[config.mk]
export PLATFORM = sky130hd
export DESIGN_NAME = spi_master_tx_flat
export DESIGN_NICKNAME = d
export VERILOG_FILES = /design/src/rtl/spi_master_tx_if.sv /design/src/rtl/spi_master_tx.sv /design/src/flat_wrapper.sv
export SDC_FILE = /design/constraint.sdc
export NUM_CORES = 1
export LEC_CHECK = 0
export BUFFER_PORTS_ARGS = -buffer_cell sky130_fd_sc_hd__buf_2
export CORE_MARGIN = 1.5
export CORE_UTILIZATION = 50
export DETAILED_ROUTE_END_ITERATION = 8
export PLACE_DENSITY = 0.74
export SLEW_MARGIN = 20
export SYNTH_ARGS = -nofsm -noshare
export SYNTH_HDL_FRONTEND = slang
export SYNTH_SLANG_ARGS = --single-unit
[constraint.sdc]
create_clock -name clk -period 1.6 [get_ports clk]
set_clock_uncertainty 0.15 [all_clocks]
set_input_delay 0.32 -clock clk [delete_from_list [all_inputs] [get_ports clk]]
set_output_delay 0.32 -clock clk [all_outputs]
set_load 0.02 [all_outputs]
[src/rtl/spi_master_tx_if.sv]
// Signal bundle between the SPI master transmitter and its user/bus side.
// The master modport is the transmitter's view; the slave modport is the requester/slave view.
interface spi_master_tx_if #(
  parameter int unsigned DATA_W = 8
) ();
  logic              start;
  logic [DATA_W-1:0] tx_data;
  logic              miso_in;
  logic              busy;
  logic              done;
  logic [DATA_W-1:0] rx_data;
  logic              sclk_out;
  logic              mosi_out;
  logic              ss_n_out;

  modport master (
    input  start, tx_data, miso_in,
    output busy, done, rx_data, sclk_out, mosi_out, ss_n_out
  );

  modport slave (
    output start, tx_data, miso_in,
    input  busy, done, rx_data, sclk_out, mosi_out, ss_n_out
  );
endinterface

[src/rtl/spi_master_tx.sv]
// SPI mode-0 master, MSB first, full duplex: one DATA_W-bit frame per accepted start pulse.
// SCLK half-period is CLK_DIV system clocks; outputs are decoded directly from registered state.
module spi_master_tx #(
  parameter int unsigned DATA_W  = 8,
  parameter int unsigned CLK_DIV = 4
) (
  input logic           clk,
  input logic           reset,
  spi_master_tx_if.master bus
);
  localparam int unsigned CntW = $clog2(CLK_DIV) + 1;
  localparam int unsigned BitW = $clog2(DATA_W) + 1;

  localparam logic [2:0] StIdle  = 3'd0;
  localparam logic [2:0] StSetup = 3'd1;
  localparam logic [2:0] StHigh  = 3'd2;
  localparam logic [2:0] StLow   = 3'd3;
  localparam logic [2:0] StHold  = 3'd4;
  localparam logic [2:0] StDone  = 3'd5;

  logic [2:0]        state_q, state_d;
  logic [CntW-1:0]   cnt_q, cnt_d;
  logic [BitW-1:0]   bit_q, bit_d;
  logic [DATA_W-1:0] shift_tx_q, shift_tx_d;
  logic [DATA_W-1:0] shift_rx_q, shift_rx_d;
  logic [DATA_W-1:0] rx_q, rx_d;
  logic              phase_end;
  logic              in_frame;

  assign phase_end = (cnt_q == CntW'(CLK_DIV - 1));

  always_comb begin
    state_d    = state_q;
    cnt_d      = phase_end ? '0 : cnt_q + CntW'(1);
    bit_d      = bit_q;
    shift_tx_d = shift_tx_q;
    shift_rx_d = shift_rx_q;
    rx_d       = rx_q;
    unique case (state_q)
      StIdle, StDone: begin
        cnt_d   = '0;
        state_d = StIdle;
        // DONE also accepts start so back-to-back frames leave ss_n high for one cycle.
        if (bus.start) begin
          state_d    = StSetup;
          shift_tx_d = bus.tx_data;
          shift_rx_d = '0;
          bit_d      = '0;
        end
      end
      StSetup, StLow: begin
        if (phase_end) begin
          state_d    = StHigh;
          shift_rx_d = {shift_rx_q[DATA_W-2:0], bus.miso_in};
        end
      end
      StHigh: begin
        if (phase_end) begin
          bit_d = bit_q + BitW'(1);
          if (bit_q == BitW'(DATA_W - 1)) begin
            state_d = StHold;
          end else begin
            state_d    = StLow;
            shift_tx_d = {shift_tx_q[DATA_W-2:0], 1'b0};
          end
        end
      end
      StHold: begin
        if (phase_end) begin
          state_d = StDone;
          rx_d    = shift_rx_q;
        end
      end
      default: begin
        state_d = StIdle;
        cnt_d   = '0;
      end
    endcase
  end

  always_ff @(posedge clk or posedge reset) begin
    if (reset) begin
      state_q    <= StIdle;
      cnt_q      <= '0;
      bit_q      <= '0;
      shift_tx_q <= '0;
      shift_rx_q <= '0;
      rx_q       <= '0;
    end else begin
      state_q    <= state_d;
      cnt_q      <= cnt_d;
      bit_q      <= bit_d;
      shift_tx_q <= shift_tx_d;
      shift_rx_q <= shift_rx_d;
      rx_q       <= rx_d;
    end
  end

  assign in_frame     = (state_q == StSetup) || (state_q == StHigh) ||
                        (state_q == StLow)   || (state_q == StHold);
  assign bus.busy     = in_frame;
  assign bus.ss_n_out = ~in_frame;
  assign bus.sclk_out = (state_q == StHigh);
  assign bus.done     = (state_q == StDone);
  assign bus.mosi_out = in_frame & shift_tx_q[DATA_W-1];
  assign bus.rx_data  = rx_q;
endmodule

[src/flat_wrapper.sv]
// flat-port wrapper written by rule: the top's interface ports become plain ports
module spi_master_tx_flat 
#(
  parameter int unsigned DATA_W  = 8,
  parameter int unsigned CLK_DIV = 4
)
  (clk, reset, bus_start, bus_tx_data, bus_miso_in, bus_busy, bus_done, bus_rx_data, bus_sclk_out, bus_mosi_out, bus_ss_n_out);
  spi_master_tx_if #(.DATA_W(DATA_W)) bus_i ();
  input logic clk;
  input logic reset;
  input wire logic [$bits(bus_i.start)-1:0] bus_start;
  input wire logic [$bits(bus_i.tx_data)-1:0] bus_tx_data;
  input wire logic [$bits(bus_i.miso_in)-1:0] bus_miso_in;
  output wire logic [$bits(bus_i.busy)-1:0] bus_busy;
  output wire logic [$bits(bus_i.done)-1:0] bus_done;
  output wire logic [$bits(bus_i.rx_data)-1:0] bus_rx_data;
  output wire logic [$bits(bus_i.sclk_out)-1:0] bus_sclk_out;
  output wire logic [$bits(bus_i.mosi_out)-1:0] bus_mosi_out;
  output wire logic [$bits(bus_i.ss_n_out)-1:0] bus_ss_n_out;
  assign bus_i.start = bus_start;
  assign bus_i.tx_data = bus_tx_data;
  assign bus_i.miso_in = bus_miso_in;
  assign bus_busy = bus_i.busy;
  assign bus_done = bus_i.done;
  assign bus_rx_data = bus_i.rx_data;
  assign bus_sclk_out = bus_i.sclk_out;
  assign bus_mosi_out = bus_i.mosi_out;
  assign bus_ss_n_out = bus_i.ss_n_out;
  spi_master_tx #(.DATA_W(DATA_W), .CLK_DIV(CLK_DIV)) u_core (.clk(clk), .reset(reset), .bus(bus_i));
endmodule
# After elaboration in Yosys (flattened, before gate mapping)
# Index checks and enable logic that the tools add are counted.
dict set report classes {
  add_sub_neg 2
  n_eq_ne 12
  mux 18
  bitwise_logic 2
  reduce_logical 14
}
# operator count
set ops {}
lappend ops {{2-to-1 mux 8 bit} 5}
lappend ops {{one-hot mux 8 bit (2 select lines)} 2}
lappend ops {{2-to-1 mux 3 bit} 6}
lappend ops {{one-hot mux 3 bit (4 select lines)} 1}
lappend ops {{== test 3 x 2 -> 1 bit (second input constant)} 3}
lappend ops {{AND reduction 3 bit} 3}
lappend ops {{2-to-1 mux 4 bit} 2}
lappend ops {{one-hot mux 4 bit (2 select lines)} 1}
lappend ops {{== test 3 bit (second input constant)} 2}
lappend ops {{!= test 2 x 1 -> 1 bit (second input constant)} 3}
lappend ops {{adder 4 x 1 -> 4 bit (second input constant)} 1}
lappend ops {{== test 4 x 3 -> 1 bit (second input constant)} 1}
lappend ops {{!= test 2 bit (second input constant)} 2}
lappend ops {{AND reduction 4 bit} 1}
lappend ops {{nonzero test 2 bit} 2}
lappend ops {{OR reduction 2 bit} 2}
lappend ops {{OR reduction 4 bit} 1}
lappend ops {{adder 3 x 1 -> 3 bit (second input constant)} 1}
lappend ops {{== test 3 x 1 -> 1 bit (second input constant)} 1}
lappend ops {{zero test 3 bit} 1}
lappend ops {{logical OR 1 bit} 3}
lappend ops {{AND reduction 2 bit} 1}
lappend ops {{AND 1 bit} 1}
lappend ops {{2-to-1 mux 1 bit} 1}
lappend ops {{inverter 1 bit} 1}
dict set report word_totals {
  reg_bits 34
  input_bits 12
  out_inout_bits 13
  elab_cells 54
}

# Logic depth before layout (Yosys ltp)
# Gate-level depths: netlist of the first run.
dict set report logic_depth {
  ltp_word 5
  depth_mapped 7
  ltp_nobuf 5
}

# Least setup slack after synthesis of the first run
# No wires, ideal clock.
dict set report synth_timing {
  kind {register to output}
  from {register u_core.state_q[0]}
  to {output port bus_mosi_out}
  arrival_ns 1.628
  required_time_ns 1.130
  path_slack_ns -0.498
  stages_incl_launch_ff 6
  path_buffers 1
  cell_sequence {dfrtp_1 > buf_2 > nor2_1 > xor2_1 > inv_1 > and2_1}
}
dict set report synth_between {
  elab_chain_len 5
  elab_cells_between_ends 8
  cone_classes {eq/ne: 4; bitwise: 1; reduce/logical: 3}
}
# item line_no
set synth_rtl {}
lappend synth_rtl {{from (decl)} spi_master_tx.sv:21} ;# logic [2:0] state_q, state_d;
lappend synth_rtl {{from (signal assigned)} spi_master_tx.sv:83} ;# state_q <= StIdle;
lappend synth_rtl {{from (signal assigned)} spi_master_tx.sv:90} ;# state_q <= state_d;
lappend synth_rtl {{== test 3 x 1 -> 1 bit or == test 3 x 2 -> 1 bit (tied branches)} spi_master_tx.sv:99} ;# assign in_frame = (state_q == StSetup) || (state_q == StHigh) ||
lappend synth_rtl {{logical OR 1 bit (2 in a row)} spi_master_tx.sv:99}
lappend synth_rtl {{logical OR 1 bit (*)} spi_master_tx.sv:100} ;# (state_q == StLow) || (state_q == StHold);
lappend synth_rtl {{net bus_busy} flat_wrapper.sv:14} ;# output wire logic [$bits(bus_i.busy)-1:0] bus_busy;
lappend synth_rtl {{AND 1 bit (*)} spi_master_tx.sv:105} ;# assign bus.mosi_out = in_frame & shift_tx_q[DATA_W-1];
lappend synth_rtl {{to (decl)} flat_wrapper.sv:18} ;# output wire logic [$bits(bus_i.mosi_out)-1:0] bus_mosi_out;
# The timed path passes the listed nets; every way through them passes the cells marked *.

# Final worst setup path of the first run
dict set report layout_timing {
  from {register u_core.state_q[0]}
  to {output port bus_mosi_out}
}
dict set report layout_between {
  elab_chain_len 5
  elab_cells_between_ends 8
  cone_classes {eq/ne: 4; bitwise: 1; reduce/logical: 3}
}
# item line_no
set layout_rtl {}
lappend layout_rtl {{== test 3 x 1 -> 1 bit or == test 3 x 2 -> 1 bit (tied branches)} spi_master_tx.sv:99}
lappend layout_rtl {{logical OR 1 bit (2 in a row)} spi_master_tx.sv:99}
lappend layout_rtl {{logical OR 1 bit (*)} spi_master_tx.sv:100}
lappend layout_rtl {{AND 1 bit (*)} spi_master_tx.sv:105}
# Mark *: on every way between the ends. The rest lies on a longest branch, timed or not.

==> metrics.md, run 1 <==
| Metric | Value |
|---|---|
| Status | complete, but fails checks |
| Failing checks | setup timing |
| Vias in the first global route | 1,462 |
| Busiest layer in global routing | met2 |
| Die width | 59.3 um |
| Final Core Density | 82.8% |
| Net count after synthesis | 154 |
| CP max FO | 4 |
| Routed Antenna Nets | 0 |
| Minimum clock period | 2.03 ns |
| Worst vdd ir | 0.000540 V |
| Hold Path Class | input port to flip-flop |
| Final setup viols | 35 |
| Rel. slew slack | 72.3% |
| Crit-path cells | buf_6 > nor2_4 > xor2_4 > inv_2 > and2_4 > buf_6 |
| PD cells | 584 nW/um^2 |
| Avg Inst Size Synth | 11.3 um^2 |
| CTS root buf | clkbuf_4 |
| Critical path's top delay family | flip-flops |
| DRT Pass-1 Iters | 4 |
| Yosys cell types | 40 |
| Placed cells | 231 |
| Synth Register Bits | 34 |
| Overflow after GRT | 0 |
| Port Buffers | 24 |
| DRC Markers | 0 |
| H-tree levels | 2 |
| P_int | 1.11 mW |
| Vias | 1,489 |
| Max Cap Viol | 0 |
| CP Capture Type | output pin |
| Register area share after synthesis | 53.7% |
| Maximum root-to-sink buffer count | 2 |
| Leak pwr | 1.18 nW |
| Die area | 3510 um^2 |
| CP Class | flip-flop to output pin |
| Slowest-stage cell, CP | dfrtp_1 |
| Switching share of power | 24.4% |
| Filler cell count | 160 |
| Clk pwr share | 35.9% |
| Initial Utilization | 52.3% |
| Drt initial violations | 62 |
| Setup ws final | -0.428 ns |
| Cells after synthesis | 140 |
| Top-level I/O count | 25 |
| Comb power frac | 4.3% |
| First-pass GRT wire length | 6740 um |
| Tightest Pin Transition | 0.416 ns |
| Fraction of layout instances using a drive strength above 1 | 58.1% |
| Met3 Track Usage GR | 8.30% |
| Area growth, synth to finish | 58.2% |
| CTS clk-pin slew, worst paths | 0.12 ns |
| CP max stage delay | 0.44 ns |
| WP data arrival | 1.56 ns |
| Clock Latency Late Sink | 0.35 ns |
| Setup crit start kind | flip-flop |
| GRT Overall Usage | 26.5% |
| Post-synth EDFFs | 0 |
| FP Rows | 20 |
| Antenna violations before repair | 0 |
| Nets@finish | 228 |
| # diodes | 0 |
| Total CTS buffers | 5 |
| Tcrit/Tclk final | 127% |
| Critical path buffers and inverters | 3 |
| Routed WL | 4690 um |
| Core Footprint | 3030 um^2 |
| Psw | 0.357 mW |
| Fin Setup TNS | -10.10 ns |
| Via density per instance | 5.75 |
| Final hold vios | 0 |
| Worst EP required | 1.13 ns |
| Clock Sinks | 34 |
| RSZ-0062 raised after global routing | yes |
| Post-Syn Area | 1580 um^2 |
| Sequential share of power | 59.7% |
| Slew Viols, Final | 0 |
| Max Freq | 493 MHz |
| Final cell count without fillers | 259 |
| Largest net degree at the start of global routing | 35 |
| Final HPWL DP | 2500 um |
| CTS tree | yes |
| Most common cell type on the critical path | buf_6 |
| Synth warn | 0 |
| Async set or reset register ratio after synthesis | 100% |
| Dominant synthesized flop cell | dfrtp_1 |
| Die Y | 59.3 um |
| GPL Wtd Cong | 0.826 |
| Met1 GRT Util | 30.9% |
| Wire per inst | 18.1 um |
| Met2 usage | 43.6% |
==> kinds of logic after synthesis <==
group / count (synthesis) / synth area share (%)
flip-flops: 34 / 53.7
XOR/XNOR: 2 / 1.11
buffers and inverters: 20 / 5.21
AND/OR/NAND/NOR: 32 / 13.5
multiplexers: 9 / 6.32
adder cells (fa/ha/maj): 2 / 1.58
AO/OA/AOI/OAI: 41 / 18.6
==> power groups by stage <==
stage               combinational, mW  sequential, mW  clock (mW)
floorplan                      0.0288           0.888           0
global placement               0.0532           0.889           0
detailed placement             0.0547           0.890           0
CTS                            0.0609           0.873       0.515
global route                   0.0705           0.875       0.545
finish                         0.0632           0.874       0.526
==> metal layers <==
layer,vias up,part of all wire [%]
met5,-,0
met4,0,2.4
li1,663,-
met1,747,39
met2,69,52
met3,10,6.0
==> cells in the final DEF, fill, tap and decap left out, types with 2 or more instances in the layout <==
cell	instances
nand4b_1	3
a21oi_1	2
inv_1	9
buf_2	20
nor3b_1	2
clkinvlp_4	2
or4_1	4
nand2b_4	2
mux2_4	8
nor2_1	2
clkbuf_4	5
o211ai_1	2
o22ai_1	8
o21ai_1	6
nand3_1	2
o21ai_2	4
buf_4	35
nor2_4	2
a22oi_2	2
buf_12	3
a2bb2oi_2	7
dfrtp_1	34
buf_6	16
nand3b_1	2
nand2_1	3
==> flip-flops by register name, summed over array words and instances (netlist names) <==
name and flops:
u_core.shift_rx_q 8, u_core.shift_tx_q 8, u_core.state_q 3, u_core.cnt_q 3
u_core.bit_q 4, u_core.bus.rx_data 8
==> cells in the mapped netlist, drive strengths merged (2+ instances only) <==
cell,n,share of area [%]
clkbuf,3,0.71
o211ai,3,2.3
o22ai,9,3.6
nand2b,2,0.79
nor3,2,0.95
nand3,2,0.63
nand2,4,1.1
nor2,4,0.95
dfrtp,34,54
a21oi,3,0.95
nand3b,2,0.95
a2bb2oi,7,3.9
a22oi,2,0.95
or4,4,1.9
inv,12,2.8
o21ai,12,3.8
nand4b,3,1.7
nor3b,3,1.4
buf,5,1.7
o41ai,2,1.1
ha,2,1.6
mux2,8,5.7
==> per-stage QoR <==
step / hold WS [ns] / setup WS, ns / instance area (um^2) / power, mW
2_1_floorplan: 0.269 / -0.0754 / 1650 / 0.917
3_3_place_gp: 0.273 / -0.122 / 2030 / 0.942
3_5_place_dp: 0.283 / -0.141 / 2030 / 0.945
4_1_cts: 0.0857 / -0.372 / 2400 / 1.45
5_1_grt: 0.0735 / -0.455 / 2510 / 1.49
6_report: 0.0850 / -0.428 / 2510 / 1.46
==> final timing paths <==
| path | start | to | slack (ns) | depth (start not counted) |
|---|---|---|---|---|
| max | u_core.state_q[0] | bus_mosi_out | -0.43 | 6 |
| max in group asynchronous | reset | u_core.bus.rx_data[7] | 0.55 | 4 |
| min | bus_tx_data[0] | u_core.shift_tx_q[0] | 0.08 | 2 |
| min in group asynchronous | reset | u_core.shift_tx_q[1] | 0.43 | 4 |
| max reg2reg | u_core.state_q[0] | u_core.bit_q[2] | -0.43 | 7 |
| min reg2reg | u_core.bus.rx_data[6] | u_core.bus.rx_data[6] | 0.36 | 1 |
==> layout make-up <==
class                      count  area (um^2)  area share (%)
inverter                      12         51.3            2.05
tap                           44         55.1            2.20
clock buffer                   6         51.3            2.05
timing repair buffer          75          613            24.5
sequential                    34          851            33.9
multi-input combinational     86          872            34.8
clock inverter                 2         12.5           0.499
==> timing repair <==
action / 4_1_cts / 5_1_grt
resized for setup: 52 / 16
buffers inserted: 15 / 6
pin swaps: 12 / 7
setup endpoints to repair: 32 / 36
hold buffers: 1 / 0
endpoints found under the hold margin: 34 / 0
No activity file was read; power rests on OpenSTA's default activity.
==> run 2, diff against run 1 <==
--- a/config.mk
+++ b/config.mk
@@ -5,8 +5,7 @@
 export SDC_FILE = /design/constraint.sdc
 export NUM_CORES = 1
 export LEC_CHECK = 0
-export BUFFER_PORTS_ARGS = -buffer_cell sky130_fd_sc_hd__buf_2
-export CORE_MARGIN = 1.5
+export BUFFER_PORTS_ARGS = -buffer_cell sky130_fd_sc_hd__buf_4
 export CORE_UTILIZATION = 50
 export DETAILED_ROUTE_END_ITERATION = 8
 export PLACE_DENSITY = 0.74
==> metrics.md, run 2 (synthesis results as in run 1) <==
| Metric | Value |
|---|---|
| Status | complete, but fails checks |
| Failing checks | setup timing |
| PD cells | 589 nW/um^2 |
| Die width | 58.3 um |
| Comb power frac | 4.7% |
| Most frequent cells in the layout | buf_4, dfrtp_1, buf_6 |
| Routed Antenna Nets | 0 |
| Rel. slew slack | 71.8% |
| Tightest Pin Transition | 0.423 ns |
| Fraction of layout instances using a drive strength above 1 | 56.4% |
| Total CTS buffers | 5 |
| Routed WL | 4300 um |
| Wire per inst | 17.3 um |
| Area of the multi-input gates | 886 um^2 |
| Crit-path cells | buf_6 > nor2_4 > xor2_4 > inv_2 > and2_4 > buf_6 |
| Largest net degree at the start of global routing | 35 |
| Fin Hold WS | 0.0775 ns |
| Clock Latency Late Sink | 0.35 ns |
| Vias | 1,427 |
| CTS tree | yes |
| CTS root buf | clkbuf_4 |
| Busiest layer in global routing | met2 |
| Drt initial violations | 60 |
| CP max FO | 3 |
| Dpl cell area | 2040 um^2 |
| DRT Pass-1 Iters | 4 |
| Max Freq | 502 MHz |
| Top-level I/O count | 25 |
| Nets@finish | 217 |
| Overflow after GRT | 0 |
| Die Y | 58.3 um |
| P_int | 1.11 mW |
| Area growth, synth to finish | 56.6% |
| Via density per instance | 5.75 |
| Final HPWL DP | 2490 um |
| Sequential share of power | 59.8% |
| Final instance area | 2480 um^2 |
| First-pass GRT wire length | 6290 um |
| Commonest non-fill, non-tap cell in the layout | buf_4 |
| Max Cap Viol | 0 |
| Switching share of power | 23.9% |
| Leak pwr | 1.15 nW |
| Slowest-stage cell, CP | dfrtp_1 |
| Final hold vios | 0 |
| Minimum clock period | 1.99 ns |
| FP Rows | 20 |
| WP data arrival | 1.52 ns |
| Clock Sinks | 34 |
| Maximum root-to-sink buffer count | 2 |
| Critical path buffers and inverters | 3 |
| Clk pwr share | 35.5% |
| DRC Markers | 0 |
| Vias in the first global route | 1,397 |
| Core Footprint | 3030 um^2 |
| Psw | 0.349 mW |
| GRT Overall Usage | 25.3% |
| Slew Viols, Final | 0 |
| Port Buffers | 24 |
| RSZ-0062 raised after global routing | yes |
| Initial Utilization | 52.3% |
| Tcrit/Tclk final | 124% |
| Final Core Density | 81.9% |
| CP Capture Type | output pin |
| Die area | 3400 um^2 |
| Most common cell type on the critical path | buf_6 |
| Met2 usage | 43.2% |
| Setup ws final | -0.391 ns |
| CP max stage delay | 0.43 ns |
| Filler cell count | 168 |
| Worst vdd ir | 0.000556 V |
| Hold Path Class | input port to flip-flop |
| CTS clk-pin slew, worst paths | 0.12 ns |
| CP Class | flip-flop to output pin |
| Setup crit start kind | flip-flop |
| # diodes | 0 |
| Worst EP required | 1.13 ns |
| Reg area | 852 um^2 |
| Critical path's top delay family | flip-flops |
| Final Total Pwr | 1.46 mW |
| GPL Wtd Cong | 0.735 |
| Met3 Track Usage GR | 8.48% |
| Antenna violations before repair | 0 |
| H-tree levels | 2 |
| Final setup viols | 26 |
| Met1 GRT Util | 28.5% |
[run 2: worst paths after layout]
kind,slack (ns),from,cells past startpoint,to
worst max register to register,-0.39,u_core.state_q[1],6,u_core.shift_tx_q[6]
worst min register to register,0.36,u_core.cnt_q[0],1,u_core.cnt_q[0]
max in group asynchronous,0.51,reset,4,u_core.state_q[2]
worst max-delay path,-0.39,u_core.state_q[0],6,bus_mosi_out
worst min-delay path,0.08,bus_tx_data[0],2,u_core.shift_tx_q[0]
min in group asynchronous,0.45,reset,4,u_core.bit_q[2]
[run 2: cell type report]
cell class | count | area share [%]
Clock inverter | 2 | 0.505
Sequential cell | 34 | 34.4
Clock buffer | 6 | 2.07
Multi-Input combinational cell | 86 | 35.7
Inverter | 12 | 1.92
Tap cell | 44 | 2.22
Timing Repair Buffer | 64 | 23.2
[run 2: metrics by stage]
| step | setup slack [ns] | TNS (ns) | cells |
|---|---|---|---|
| after CTS | -0.386 | -4.93 | 239 |
| after detailed placement | -0.118 | -1.92 | 226 |
| after floorplan | -0.0754 | -0.897 | 140 |
| after global routing | -0.472 | -8.13 | 248 |
| final | -0.391 | -6.81 | 248 |
| after global placement | -0.0898 | -1.03 | 226 |
[run 2: routing by layer]
metal / vias up / share of wire (%)
met3: 16 / 4.8
met4: 0 / 3.1
li1: 638 / -
met2: 62 / 53
met1: 711 / 39
met5: - / 0
[run 2: timing repair]
item                                   in CTS  in global routing
buffers inserted                            5                  9
setup endpoints to repair                  31                 36
gates resized for setup                    29                 39
pin swaps                                   8                 14
endpoints found under the hold margin      34                  0
hold buffers                                1                  0
[run 2: power groups by stage]
stage / clock, mW / combinational (mW) / sequential, mW
4_1_cts: 0.517 / 0.0666 / 0.873
6_report: 0.519 / 0.0686 / 0.873
3_3_place_gp: 0 / 0.0605 / 0.889
2_1_floorplan: 0 / 0.0288 / 0.888
3_5_place_dp: 0 / 0.0619 / 0.890
5_1_grt: 0.562 / 0.0769 / 0.875
